<file path="config.mk">
export PLATFORM = sky130hd
export DESIGN_NAME = ahb_wrr_arbiter
export DESIGN_NICKNAME = d
export VERILOG_FILES = /design/src/rtl/ahb_arb_pkg.sv /design/src/rtl/ahb_rr_picker.sv /design/src/rtl/ahb_wrr_arbiter.sv
export SDC_FILE = /design/constraint.sdc
export NUM_CORES = 1
export LEC_CHECK = 0
export ABC_AREA = 1
export BUFFER_PORTS_ARGS = -buffer_cell sky130_fd_sc_hd__clkbuf_2
export CAP_MARGIN = 10
export CELL_PAD_IN_SITES_DETAIL_PLACEMENT = 0
export CELL_PAD_IN_SITES_GLOBAL_PLACEMENT = 1
export CORE_ASPECT_RATIO = 0.7
export CORE_UTILIZATION = 43
export CTS_BUF_LIST = sky130_fd_sc_hd__clkbuf_16
export DETAILED_ROUTE_END_ITERATION = 10
export GPL_TIMING_DRIVEN = 0
export HOLD_SLACK_MARGIN = 0.05
export PLACE_DENSITY_LB_ADDON = 0.1
export SLEW_MARGIN = 10
export SYNTH_ARGS = -nofsm -noshare
export SYNTH_HDL_FRONTEND = slang
export SYNTH_SLANG_ARGS = --single-unit
</file>
<file path="constraint.sdc">
create_clock -name HCLK -period 8.1 [get_ports HCLK]
set_input_delay 0.81 -clock HCLK [delete_from_list [all_inputs] [get_ports HCLK]]
set_output_delay 0.81 -clock HCLK [all_outputs]
set_load 0.02 [all_outputs]
</file>
<file path="src/rtl/ahb_arb_pkg.sv">
// Shared types and constants for the quota-based round-robin AHB arbiter.
// Also used by builds that define AHB_WRR_ARB_SPLIT_EN (SPLIT response codes).
package ahb_arb_pkg;

    localparam int MAX_MASTERS = 16;
    localparam int IDX_W       = 4;

    typedef enum logic [0:0] {
        ST_IDLE  = 1'b0,
        ST_GRANT = 1'b1
    } arb_state_e;

    typedef enum logic [1:0] {
        HTRANS_IDLE   = 2'b00,
        HTRANS_BUSY   = 2'b01,
        HTRANS_NONSEQ = 2'b10,
        HTRANS_SEQ    = 2'b11
    } htrans_e;

    typedef enum logic [1:0] {
        HRESP_OKAY  = 2'b00,
        HRESP_ERROR = 2'b01,
        HRESP_RETRY = 2'b10,
        HRESP_SPLIT = 2'b11
    } hresp_e;

    function automatic logic [MAX_MASTERS-1:0] idx_onehot(input logic [IDX_W-1:0] idx);
        return MAX_MASTERS'(1) << idx;
    endfunction

endpackage

</file>
<file path="src/rtl/ahb_rr_picker.sv">
// Combinational round-robin picker: the first requester after 'last' wins,
// wrapping modulo NMASTERS.
module ahb_rr_picker
    import ahb_arb_pkg::*;
#(
    parameter int NMASTERS = 16
) (
    input  logic [NMASTERS-1:0] req,
    input  logic [IDX_W-1:0]    last,
    output logic                valid,
    output logic [IDX_W-1:0]    idx
);

    logic [MAX_MASTERS-1:0] req_ext;
    logic [IDX_W:0]         cand;

    always_comb begin
        req_ext                 = '0;
        req_ext[NMASTERS-1:0]   = req;
        valid                   = 1'b0;
        idx                     = '0;
        cand                    = '0;
        // last < NMASTERS, so last+k < 2*NMASTERS and one subtraction wraps it
        for (int k = 1; k <= NMASTERS; k++) begin
            cand = {1'b0, last} + (IDX_W+1)'(k);
            if (cand >= (IDX_W+1)'(NMASTERS)) begin
                cand = cand - (IDX_W+1)'(NMASTERS);
            end
            if (!valid && req_ext[cand[IDX_W-1:0]]) begin
                valid = 1'b1;
                idx   = cand[IDX_W-1:0];
            end
        end
    end

endmodule

</file>
<file path="src/rtl/ahb_wrr_arbiter.sv">
// Quota-based round-robin AHB arbiter: holds a grant for up to QUOTA beats,
// hands over on HREADY, honours HLOCKx. Define AHB_WRR_ARB_SPLIT_EN for SPLIT masking.
module ahb_wrr_arbiter
    import ahb_arb_pkg::*;
#(
    parameter int NMASTERS = 16,
    parameter int QUOTA    = 4
) (
    input  logic                HCLK,
    input  logic                HRESET,
    input  logic [NMASTERS-1:0] HBUSREQx,
    input  logic [NMASTERS-1:0] HLOCKx,
    input  logic [1:0]          HTRANS,
    input  logic                HREADY,
`ifdef AHB_WRR_ARB_SPLIT_EN
    input  logic [1:0]          HRESP,
    input  logic [NMASTERS-1:0] HSPLIT,
`endif
    output logic [NMASTERS-1:0] HGRANTx,
    output logic [3:0]          HMASTER,
    output logic                HMASTLOCK
);

    localparam int               CW       = $clog2(QUOTA + 1);
    localparam logic [CW-1:0]    CNT_MAX  = CW'(QUOTA);
    localparam logic [IDX_W-1:0] LAST_RST = IDX_W'(NMASTERS - 1);

    arb_state_e          state_q, state_d;
    logic [NMASTERS-1:0] grant_q, grant_d;
    logic [NMASTERS-1:0] mask_q;
    logic [IDX_W-1:0]    owner_q, owner_d;
    logic [IDX_W-1:0]    last_q, last_d;
    logic [IDX_W-1:0]    hmaster_q, hmaster_d;
    logic [CW-1:0]       cnt_q, cnt_d;
    logic                hmastlock_q, hmastlock_d;

    logic [MAX_MASTERS-1:0] req_ext, lock_ext, owner_oh, win_oh;
    logic [NMASTERS-1:0]    pick_req;
    logic [IDX_W-1:0]       pick_ptr, win_idx;
    logic                   win_valid, beat, owner_req, owner_lock;
    logic                   split_rel, release_now;

    always_comb begin
        req_ext                = '0;
        req_ext[NMASTERS-1:0]  = HBUSREQx;
        lock_ext               = '0;
        lock_ext[NMASTERS-1:0] = HLOCKx;
        owner_oh               = idx_onehot(owner_q);
        owner_req              = req_ext[owner_q];
        owner_lock             = lock_ext[owner_q];
        beat                   = HREADY && (HTRANS == HTRANS_NONSEQ || HTRANS == HTRANS_SEQ);
        // During a tenure the search starts after the owner, and the owner is never its own successor
        pick_ptr               = (state_q == ST_GRANT) ? owner_q : last_q;
        pick_req               = HBUSREQx & ~mask_q;
        if (state_q == ST_GRANT) begin
            pick_req = pick_req & ~owner_oh[NMASTERS-1:0];
        end
    end

    ahb_rr_picker #(
        .NMASTERS(NMASTERS)
    ) u_picker (
        .req   (pick_req),
        .last  (pick_ptr),
        .valid (win_valid),
        .idx   (win_idx)
    );

`ifdef AHB_WRR_ARB_SPLIT_EN
    logic [NMASTERS-1:0] mask_d;

    assign split_rel = HREADY && (state_q == ST_GRANT) && (HRESP == HRESP_SPLIT);

    always_comb begin
        mask_d = mask_q;
        if (split_rel) begin
            mask_d = mask_d | owner_oh[NMASTERS-1:0];
        end
        mask_d = mask_d & ~HSPLIT;
    end

    always_ff @(posedge HCLK or posedge HRESET) begin
        if (HRESET) begin
            mask_q <= '0;
        end else begin
            mask_q <= mask_d;
        end
    end
`else
    assign split_rel = 1'b0;
    assign mask_q    = '0;
`endif

    always_comb begin
        state_d     = state_q;
        grant_d     = grant_q;
        owner_d     = owner_q;
        last_d      = last_q;
        cnt_d       = cnt_q;
        hmaster_d   = hmaster_q;
        hmastlock_d = hmastlock_q;
        release_now = 1'b0;
        win_oh      = idx_onehot(win_idx);
        if (HREADY) begin
            hmastlock_d = owner_lock && (state_q == ST_GRANT);
            if (state_q == ST_GRANT) begin
                hmaster_d = owner_q;
            end
            case (state_q)
                ST_IDLE: begin
                    if (win_valid) begin
                        state_d = ST_GRANT;
                        grant_d = win_oh[NMASTERS-1:0];
                        owner_d = win_idx;
                        cnt_d   = '0;
                    end
                end
                ST_GRANT: begin
                    release_now = (!owner_req && !owner_lock)
                               || (cnt_q == CNT_MAX && !owner_lock && win_valid)
                               || split_rel;
                    if (release_now) begin
                        last_d = owner_q;
                        cnt_d  = '0;
                        if (win_valid) begin
                            grant_d = win_oh[NMASTERS-1:0];
                            owner_d = win_idx;
                        end else begin
                            state_d = ST_IDLE;
                            grant_d = '0;
                        end
                    end else if (cnt_q == CNT_MAX) begin
                        // Alone on the bus: start a fresh quota; locked with waiters: stay saturated
                        if (!win_valid) begin
                            cnt_d = '0;
                        end
                    end else if (beat) begin
                        cnt_d = cnt_q + 1'b1;
                    end
                end
                default: state_d = ST_IDLE;
            endcase
        end
    end

    always_ff @(posedge HCLK or posedge HRESET) begin
        if (HRESET) begin
            state_q     <= ST_IDLE;
            grant_q     <= '0;
            owner_q     <= '0;
            last_q      <= LAST_RST;
            cnt_q       <= '0;
            hmaster_q   <= '0;
            hmastlock_q <= 1'b0;
        end else begin
            state_q     <= state_d;
            grant_q     <= grant_d;
            owner_q     <= owner_d;
            last_q      <= last_d;
            cnt_q       <= cnt_d;
            hmaster_q   <= hmaster_d;
            hmastlock_q <= hmastlock_d;
        end
    end

    assign HGRANTx   = grant_q;
    assign HMASTER   = hmaster_q;
    assign HMASTLOCK = hmastlock_q;

endmodule

</file>
==> results.ini <==
[status]
status = complete, no violations

[floorplanning]
initial_core_util = 0.4499
rows = 28
core-area_sq_um = 8583
fp.dieArea_sq_um = 9368
io_pins = 58
die_height_um = 81.28
dieWidth_um = 115.3

[clock_network]
cts_resized = 0
cts_tree = done
clkTransAtPathRegs_ns = 0.05
clock_tree.buffer_depth = 2
htree_levels = 2
cts_hold_buf = 0
clock_latency_ns = 0.28
clock-root-buffer = clkbuf_16
post_cts_buffers = 0
clock-sinks = 33
cts_inserted_buffers = 5

[drt]
wl_per_cell_um = 15.90
drc = 0
viasPerCell = 5.670
vias = 4672
dr.pass1.iters = 5
wl_um = 13100
drt_iter0_markers = 433
antenna_left = 0

[sta]
period_share = 0.5980
tightest_slew_ns = 0.8903
max_freq_mhz = 206.5
slew_violations = 0
relSlewSlack = 0.4002
setup-tns-final_ns = 0
skew_ns = 0.005139
finalCriticalPeriod_ns = 4.844
hold_violations = 0
setup_violations = 0
rsz0062_at_grt = false

[cells_and_area]
fillers = 904
diodes = 0
fin_nets = 750
multi_input_area_sq_um = 2691
regArea_sq_um = 830.8
synthToLayoutAreaGrowth_pct = 14.68
layout-drive-gt1-share = 0.1832

[setup_path]
reg2reg_slack_ns = 3.26
end_kind = flop
crit_fanout = 13
cp-startpoint = state_q$_DFFE_PP0P_
cpMaxStageDelayCell = clkbuf_1
rr_worst_depth = 24
crit_path_end = cnt_q[0]$_DFFE_PP0P_
path_delay_family = simple AND/OR/NAND/NOR gates
r2r-end = cnt_q[0]$_DFFE_PP0P_
crit_buf_inv = 5
crit_top_cell = nand2_1
critPathKind = flop to flop
r2r_start = state_q$_DFFE_PP0P_
cp.required_ns = 8.26
path_depth = 24
critical_path.startpoint_type = flop
critPathMaxStageDelay_ns = 0.47
critical_path.cell_chain = buf_6, o21ai_2, buf_2, ha_1, inv_1, clkbuf_1, nand3_1, nand3_1, nand3_1, nand2_2, nand4_1, nor2_2, nand4_1, nor2_2, nand4_1, nor2_2, nand4_2, nand2_1, nand2_2, o21ai_2, buf_4, nand2_1, nand2_1, nand2_1
arrival_ns = 5.01

[grt]
busiest_layer = met1
gr-usage-met3 = 0.06716
grt_first_pass_wirelength_um = 20540
antenna_found_initial = 0
gr-total-overflow = 0
grt_max_degree = 34
grt.total_usage = 0.2905
grt_pass1_vias = 4064
grtUsageMet2 = 0.4229
use_met1 = 0.4360

[synthesis]
synth.distinct_cells = 41
synth_edf_count = 0
synth-seq-cells = 33
synth.avg_cell_area_sq_um = 6.024
netlist_instances = 641
seq_area_frac_synth = 0.2152
synth_area_sq_um = 3861
yosys_warnings = 0
syn-num-nets = 687
synthArstFlopShare = 1.000
synthFlopType = dfrtp_1

[placed_design]
port_buffers = 56
gp_congestion = 0.9368
hpwl_um = 10470

[worst_hold_path]
hp-class = flop to flop

[flow_run]
max-cap-violations = 0

## worst register-to-register path, cell delays in order, from the launching register on
cell,delay (ns)
dfrtp_1,0.37
buf_6,0.15
o21ai_2,0.27
buf_2,0.38
ha_1,0.37
inv_1,0.12
clkbuf_1,0.47
nand3_1,0.18
nand3_1,0.14
nand3_1,0.14
nand2_2,0.19
nand4_1,0.19
nor2_2,0.18
nand4_1,0.11
nor2_2,0.16
nand4_1,0.13
nor2_2,0.21
nand4_2,0.21
nand2_1,0.16
nand2_2,0.09
o21ai_2,0.15
buf_4,0.19
nand2_1,0.07
nand2_1,0.06
nand2_1,0.05
## worst min path at each step
stage | startpoint | to | slack, ns | cells past startpoint
floorplan | last_q[0]$_DFFE_PP1P_ | last_q[0]$_DFFE_PP1P_ | 0.47 | 2
global placement | HGRANTx[5]$_DFFE_PP0P_ | HGRANTx[5]$_DFFE_PP0P_ | 0.46 | 2
detailed placement | HGRANTx[13]$_DFFE_PP0P_ | HGRANTx[13]$_DFFE_PP0P_ | 0.47 | 2
CTS | HGRANTx[7]$_DFFE_PP0P_ | HGRANTx[7]$_DFFE_PP0P_ | 0.48 | 2
global route | HGRANTx[2]$_DFFE_PP0P_ | HGRANTx[2]$_DFFE_PP0P_ | 0.51 | 2
finish | HGRANTx[7]$_DFFE_PP0P_ | HGRANTx[7]$_DFFE_PP0P_ | 0.48 | 2
## through the flow
step	utilization	hold WS (ns)	std cells	instance area (sq um)	setup WS (ns)
2_1_floorplan	-	0.4698	641	3861	4.418
3_3_place_gp	0.5000	0.4649	817	4292	3.401
3_5_place_dp	0.5000	0.4653	817	4292	3.378
4_1_cts	0.5159	0.4815	824	4428	3.338
5_1_grt	0.5159	0.5069	824	4428	2.830
6_report	0.5159	0.4812	824	4428	3.256
## registers in the layout, summed over array words and instances (netlist names)
name,count
HMASTLOCK,1
last_q,4
owner_q,4
state_q,1
HMASTER,4
cnt_q,3
HGRANTx,16
## cell usage after synthesis, types with 2 or more instances
cell	count	area, sq um
a21oi_1	4	20.02
a21oi_2	3	26.28
buf_2	10	50.05
xor2_1	2	17.52
o21ai_2	5	43.79
o21ai_0	23	115.1
a22oi_1	16	120.1
nor2_1	45	168.9
nand4_2	3	37.54
ha_1	9	112.6
dfstp_2	4	105.1
nand3_1	180	900.9
dfrtp_1	29	725.7
nor2_2	8	50.05
nand2_2	3	18.77
nor2_4	5	56.30
nand4_1	16	100.1
inv_1	55	206.5
nand3_2	3	30.03
inv_2	12	45.04
nand2_1	183	686.9
clkbuf_1	4	15.01
## placed cells by master, fill, tap and decap left out, types with 4 or more instances in the layout
cell type / n
inv_2: 13
clkbuf_1: 4
nand2_1: 183
dfstp_2: 4
a21oi_1: 4
nand3_1: 180
inv_1: 54
nor2_2: 8
nand4_1: 16
o21ai_2: 5
nor2_1: 45
nor2_4: 5
clkbuf_2: 56
a22oi_1: 16
clkbuf_16: 5
ha_1: 9
dfrtp_1: 29
buf_2: 10
o21ai_0: 23
## area by class of cell
cell class	count	area share
well taps	120	0.03391
plain buffers	16	0.01893
repair buffers	56	0.06329
inverters	68	0.05764
flip-flops and latches	33	0.1876
multi-input cells	524	0.6078
clock inverters	2	0.002543
clock buffers	5	0.02826
## layer usage
layer / up-vias / wire, um / part of all wire
met5: - / 0 / 0
met4: 0 / 106 / 0.0081
met3: 14 / 1450 / 0.11
met2: 236 / 5135 / 0.39
met1: 2122 / 6412 / 0.49
li1: 2300 / - / -
## cells by family (layout without fill, tap and decap cells)
logic type,count (synthesis),in the layout,share of synthesized area
adders and majority gates,9,9,0.02916
and+or+nand+nor,450,450,0.5421
buffers and inverters,84,147,0.08781
DFF,33,33,0.2152
AOI/OAI and AO/OA,60,60,0.1076
xor gates and xnor gates,5,5,0.01815
Power is not shown: default switching activity piles up to over one toggle a cycle in this logic, so the estimate is an artifact.
